===== config.mk =====
export PLATFORM = sky130hd
export DESIGN_NAME = sym_seq_gen
export DESIGN_NICKNAME = d
export VERILOG_FILES = /design/src/rtl/sym_pkg.sv /design/src/rtl/sym_buf.sv /design/src/rtl/sym_seq_gen.sv
export SDC_FILE = /design/constraint.sdc
export NUM_CORES = 1
export LEC_CHECK = 0
export CAP_MARGIN = 30
export CORE_MARGIN = 5
export CORE_UTILIZATION = 55
export DETAILED_ROUTE_END_ITERATION = 8
export HOLD_SLACK_MARGIN = 0.08
export PLACE_DENSITY = 0.83
export SETUP_SLACK_MARGIN = 0.02
export SLEW_MARGIN = 5
export SYNTH_ARGS = -nofsm -noshare
export SYNTH_HDL_FRONTEND = slang
export SYNTH_SLANG_ARGS = --single-unit

===== constraint.sdc =====
create_clock -name clk -period 2.8 [get_ports clk]
set_input_delay 0.28 -clock clk [delete_from_list [all_inputs] [get_ports clk]]
set_output_delay 0.28 -clock clk [all_outputs]
set_load 0.01 [all_outputs]

===== src/rtl/sym_pkg.sv =====
// sym_pkg: symbol codes and FSM encoding shared by the symbol sequence generator.
package sym_pkg;
    localparam logic [1:0] SYM_A   = 2'b00;
    localparam logic [1:0] SYM_B   = 2'b01;
    localparam logic [1:0] SYM_D   = 2'b10;
    localparam logic [1:0] SYM_RST = 2'b11;
    typedef enum logic [1:0] {ST_IDLE, ST_PRE, ST_SEND, ST_DONE} state_t;
endpackage


===== src/rtl/sym_buf.sv =====
// sym_buf: DEPTH x 2-bit frame store, synchronous write, asynchronous read, no storage reset.
module sym_buf #(
    parameter int DEPTH = 8,
    parameter int AW    = 3
) (
    input  logic          clk,
    input  logic          we,
    input  logic [AW-1:0] waddr,
    input  logic [1:0]    wdata,
    input  logic [AW-1:0] raddr,
    output logic [1:0]    rdata
);
    logic [1:0] mem [DEPTH];
    always_ff @(posedge clk)
        if (we) mem[waddr] <= wdata;
    assign rdata = mem[raddr];
endmodule


===== src/rtl/sym_seq_gen.sv =====
// sym_seq_gen: buffers a frame of 2-bit symbols and streams 11 then the frame over valid/ready.
module sym_seq_gen
    import sym_pkg::*;
#(
    parameter int DEPTH = 8,
    parameter int AW    = 3
) (
    input  logic       clk,
    input  logic       rst,
    input  logic       wr_en,
    input  logic [1:0] wr_sym,
    input  logic       clr,
    input  logic       start,
    input  logic       sym_ready,
    output logic       i1_o,
    output logic       i0_o,
    output logic       sym_valid,
    output logic       busy,
    output logic       done,
    output logic       full,
    output logic       rej
);
    state_t        state, state_n;
    logic [AW:0]   count;
    logic [AW-1:0] rd_ptr;
    logic [1:0]    rd_sym;
    logic          idle, store, last, accept;
    assign idle      = state == ST_IDLE;
    assign full      = count == (AW+1)'(DEPTH);
    assign store     = idle & wr_en & ~clr & ~full & (wr_sym != SYM_RST);
    assign sym_valid = (state == ST_PRE) | (state == ST_SEND);
    assign busy      = sym_valid;
    assign accept    = sym_valid & sym_ready;
    assign last      = ({1'b0, rd_ptr} + (AW+1)'(1)) == count;
    assign done      = state == ST_DONE;
    assign {i1_o, i0_o} = state == ST_PRE ? SYM_RST : state == ST_SEND ? rd_sym : 2'b00;
    sym_buf #(.DEPTH(DEPTH), .AW(AW)) u_buf (
        .clk   (clk),
        .we    (store),
        .waddr (count[AW-1:0]),
        .wdata (wr_sym),
        .raddr (rd_ptr),
        .rdata (rd_sym)
    );
    always_comb begin
        state_n = state;
        case (state)
            ST_IDLE: if (start && count != '0) state_n = ST_PRE;
            ST_PRE:  if (accept) state_n = ST_SEND;
            ST_SEND: if (accept && last) state_n = ST_DONE;
            default: state_n = ST_IDLE;
        endcase
    end
    // clr suppresses rej even when paired with a write that would otherwise be dropped
    always_ff @(posedge clk) begin
        if (rst) begin
            state  <= ST_IDLE;
            count  <= '0;
            rd_ptr <= '0;
            rej    <= 1'b0;
        end else begin
            state <= state_n;
            rej   <= wr_en & ~clr & (~idle | full | (wr_sym == SYM_RST));
            if (idle && clr) count <= '0;
            else if (store) count <= count + (AW+1)'(1);
            if (state == ST_PRE) rd_ptr <= '0;
            else if (state == ST_SEND && accept) rd_ptr <= rd_ptr + AW'(1);
        end
    end
endmodule

==> metrics.md, run 1 <==
| Metric | Value |
|---|---|
| Status | `completed` |
| Die height | `about 60 microns` |
| Max Buffers Root-to-Sink | `2` |
| Syn_nets | `125` |
| CTS Sinks | `29` |
| Commonest cells after routing, fill and taps aside | `edfxtp_1 (16), clkdlybuf4s50_1 (14), dfxtp_1 (13)` |
| Share of cells above drive strength 1 | `0.09375` |
| Ports | `15` |
| CP Max Fanout | `4` |
| Peak supply drop | `roughly 470 uV` |
| First-pass GRT wire length | `roughly 4.1 mm` |
| Slew Limit Fails | `0` |
| Row count | `18` |
| Clock latency on the worst-skew pair | `320 ps` |
| Mapped Cells | `110` |
| TNS Setup | `0 ps` |
| Initial core utilization | `0.5633` |
| Hold-fix buffers, CTS | `0` |
| Mux contribution to synthesized area | `0.1151` |
| Dpl ws | `573.0 ps` |
| Minimum clock period | `roughly 2600 ps` |
| Switching Share | `0.2769` |
| Pint | `0.6444 mW` |
| Switch Pwr | `roughly 0.25 mW` |
| PnR worst setup slack | `231.8 ps` |
| Compound-Gate Fraction of Synth Area | `0.05571` |
| Final setup fails | `0` |
| CP Capture Type | `output pin` |
| PD cells | `564.0 nW/um^2` |
| Avg WL per Cell | `roughly 16 microns` |
| Worst Hold Class | `primary input to flip-flop` |
| FF-to-FF path depth | `5` |
| IO buf count | `14` |
| RR Startpoint | `count[0]` |
| Cts bufs inserted | `5` |
| Fmax | `between 0.3 and 0.4 GHz` |
| Final worst path period share | `0.9172` |
| CTS tree | `yes` |
| DR DRC count | `0` |
| CTS clock-pin slew for the worst setup and hold paths | `~90 ps` |
| Fin area | `1580 sq um` |
| Post-CTS sizing | `0` |
| Worst EP required | `about 2500 ps` |
| Sequential-to-total area share from yosys stat | `0.5406` |
| Clock Skews | `around 4.1 ps` |
| Die W | `between 50 and 60 microns` |
| Synth Register Bits | `29` |
| Sequential share of power | `0.528` |
| Die ar. | `~3600 sq um` |
| Type of origin of the critical path | `flip-flop` |
| Drt first-iter violations | `22` |
| Share of power burned in combinational logic | `0.199` |
| Slew HR | `0.7400` |
| Pin count of the biggest net entering global routing | `11` |
| Core area | `roughly 2400 sq um` |
| Mapped cell area | `1370 sq um` |
| Setup crit end | `i0_o` |
| Clk network pwr share | `0.273` |
| DR pass1 iterations | `4` |
| Vias per cell | `~5.4` |
| Max Cap Viol | `0` |
| RePlAce Congestion | `roughly 0.77` |
| Largest family of logic cells by synthesized area | `simple AND/OR/NAND/NOR gates` |
| Via count | `approximately 850` |
| Commonest non-fill, non-tap cell in the layout | `edfxtp_1` |
| Post-Synth Adder-Cell Area | `0.06393` |
| Avg Synthesized Cell Area | `12.46 sq um` |
| P&R area growth vs syn | `15.34%` |
| Max H-tree Level | `2` |
| Worst-margin pin slew | `just under 400 ps` |
| Postcts setup bufs | `0` |
| Total grt overflow | `0` |
| Final nets | `about 140` |
| XOR/XNOR Fraction of Synth Area | `0.06393` |
| # diodes | `0` |
| DP Wirelength | `between 1.5 and 2 mm` |
| ANT nets after route | `0` |
| Distinct cells, synth | `29` |
| Setup CP Type | `flip-flop to output pin` |
| Fillers | `200` |
| Total track usage | `0.1679` |
| R2r setup slk | `870 ps` |
| Synth warn | `0` |
| Root buffer cell | `clkbuf_4` |
| Total power draw | `a little under 0.9 mW` |
| Final core area utilization | `0.6497` |
| RSZ-0062 raised after global routing | `no` |
| Simple logic cell fraction of the synthesized area | `0.1279` |
| Worst R2R End | `u_buf.mem[2][1]` |
| DRT Wirelength | `~2.6 mm` |
| Final Hold Viols | `0` |
| CP Data Arrival Time | `around 2300 ps` |
| Antenna violations before repair | `0` |
| Post-DP Area | `approximately 1500 sq um` |
| Vias in the first global route | `around 870` |
| Static leakage | `roughly 0.59 nW` |
[metal layers]
metal	vias up	track usage	share of wire
met5	-	0	0
li1	433	-	-
met3	5	0.07127	0.040
met2	13	0.2793	0.51
met1	403	0.1889	0.43
met4	0	0.06646	0.019
[synthesized netlist by cell type]
library cell | count | area (sq um)
o21ai_0 | 1 | 5.000
nand3_1 | 4 | 20.02
nand3b_1 | 1 | 7.510
o21a_1 | 1 | 7.510
xnor2_1 | 4 | 35.03
a211oi_1 | 1 | 7.510
nor2b_1 | 1 | 6.260
mux2_2 | 2 | 22.52
mux2i_1 | 3 | 30.03
a21boi_2 | 1 | 11.26
nor2_1 | 11 | 41.29
a21o_1 | 3 | 22.52
nand4_2 | 1 | 12.51
nand2_1 | 4 | 15.01
a2111oi_0 | 1 | 8.760
dfxtp_1 | 13 | 260.3
nand2b_1 | 4 | 25.02
nor3_1 | 7 | 35.03
nand4_1 | 2 | 12.51
inv_1 | 6 | 22.52
edfxtp_1 | 16 | 480.5
xor2_1 | 6 | 52.55
buf_4 | 2 | 15.01
a22o_1 | 1 | 8.760
a21oi_1 | 1 | 5.000
clkbuf_1 | 1 | 3.750
buf_1 | 1 | 3.750
mux4_1 | 4 | 105.1
ha_1 | 7 | 87.58
[worst min path at each step]
stage / startpoint / endpoint / slack [ps] / cells after the start
after floorplan: clr / rej / 370 / 1
after global placement: state[1] / state[1] / 500 / 2
after detailed placement: state[1] / state[1] / 510 / 2
after CTS: wr_en / rej / 500 / 3
after global routing: wr_en / rej / 510 / 3
final: wr_en / rej / 510 / 3
[cells by family after synthesis]
logic type,Yosys count
fa+ha+maj,7
buf+inv,10
flops,29
xor+xnor,10
mux,9
compound gates,10
simple gates,35
[area by class of cell]
cell class,instances,area [sq um],share of cell area
clock inverter,3,17.52,0.01108
multi-input combinational,71,584.3,0.3698
sequential,29,740.7,0.4687
clock buffer,5,37.54,0.02375
timing repair buffer,14,140.1,0.08868
tap,30,37.54,0.02375
inverter,6,22.52,0.01425
[metrics by stage]
stage | hold WS, ps | std cells
after floorplan | 369.7 | 110
after global placement | 501.9 | 150
after detailed placement | 512.6 | 150
after CTS | 497.7 | 158
after global routing | 511.3 | 158
final | 511.1 | 158
[worst max-delay path, stage by stage (launching register included)]
cell,delay [ps]
dfxtp_1,440
mux4_1,580
mux2_2,280
a21o_1,190
clkdlybuf4s50_1,480
[power by group through the flow]
stage | combinational [mW] | clock [mW] | sequential [mW]
after floorplan | 0.113 | 0 | 0.478
after global placement | 0.173 | 0 | 0.480
after detailed placement | 0.178 | 0 | 0.481
after CTS | 0.179 | 0.253 | 0.471
after global routing | 0.195 | 0.273 | 0.472
final | 0.177 | 0.243 | 0.471
(Power assumes the default switching activity.)
==> run 2, diff against run 1 <==
--- a/config.mk
+++ b/config.mk
@@ -5,6 +5,7 @@
 export SDC_FILE = /design/constraint.sdc
 export NUM_CORES = 1
 export LEC_CHECK = 0
+export ABC_AREA = 0
 export CAP_MARGIN = 30
 export CORE_MARGIN = 5
 export CORE_UTILIZATION = 55
==> results of run 2 <==
The final DEF is identical to that of run 1; final timing and power are the same.
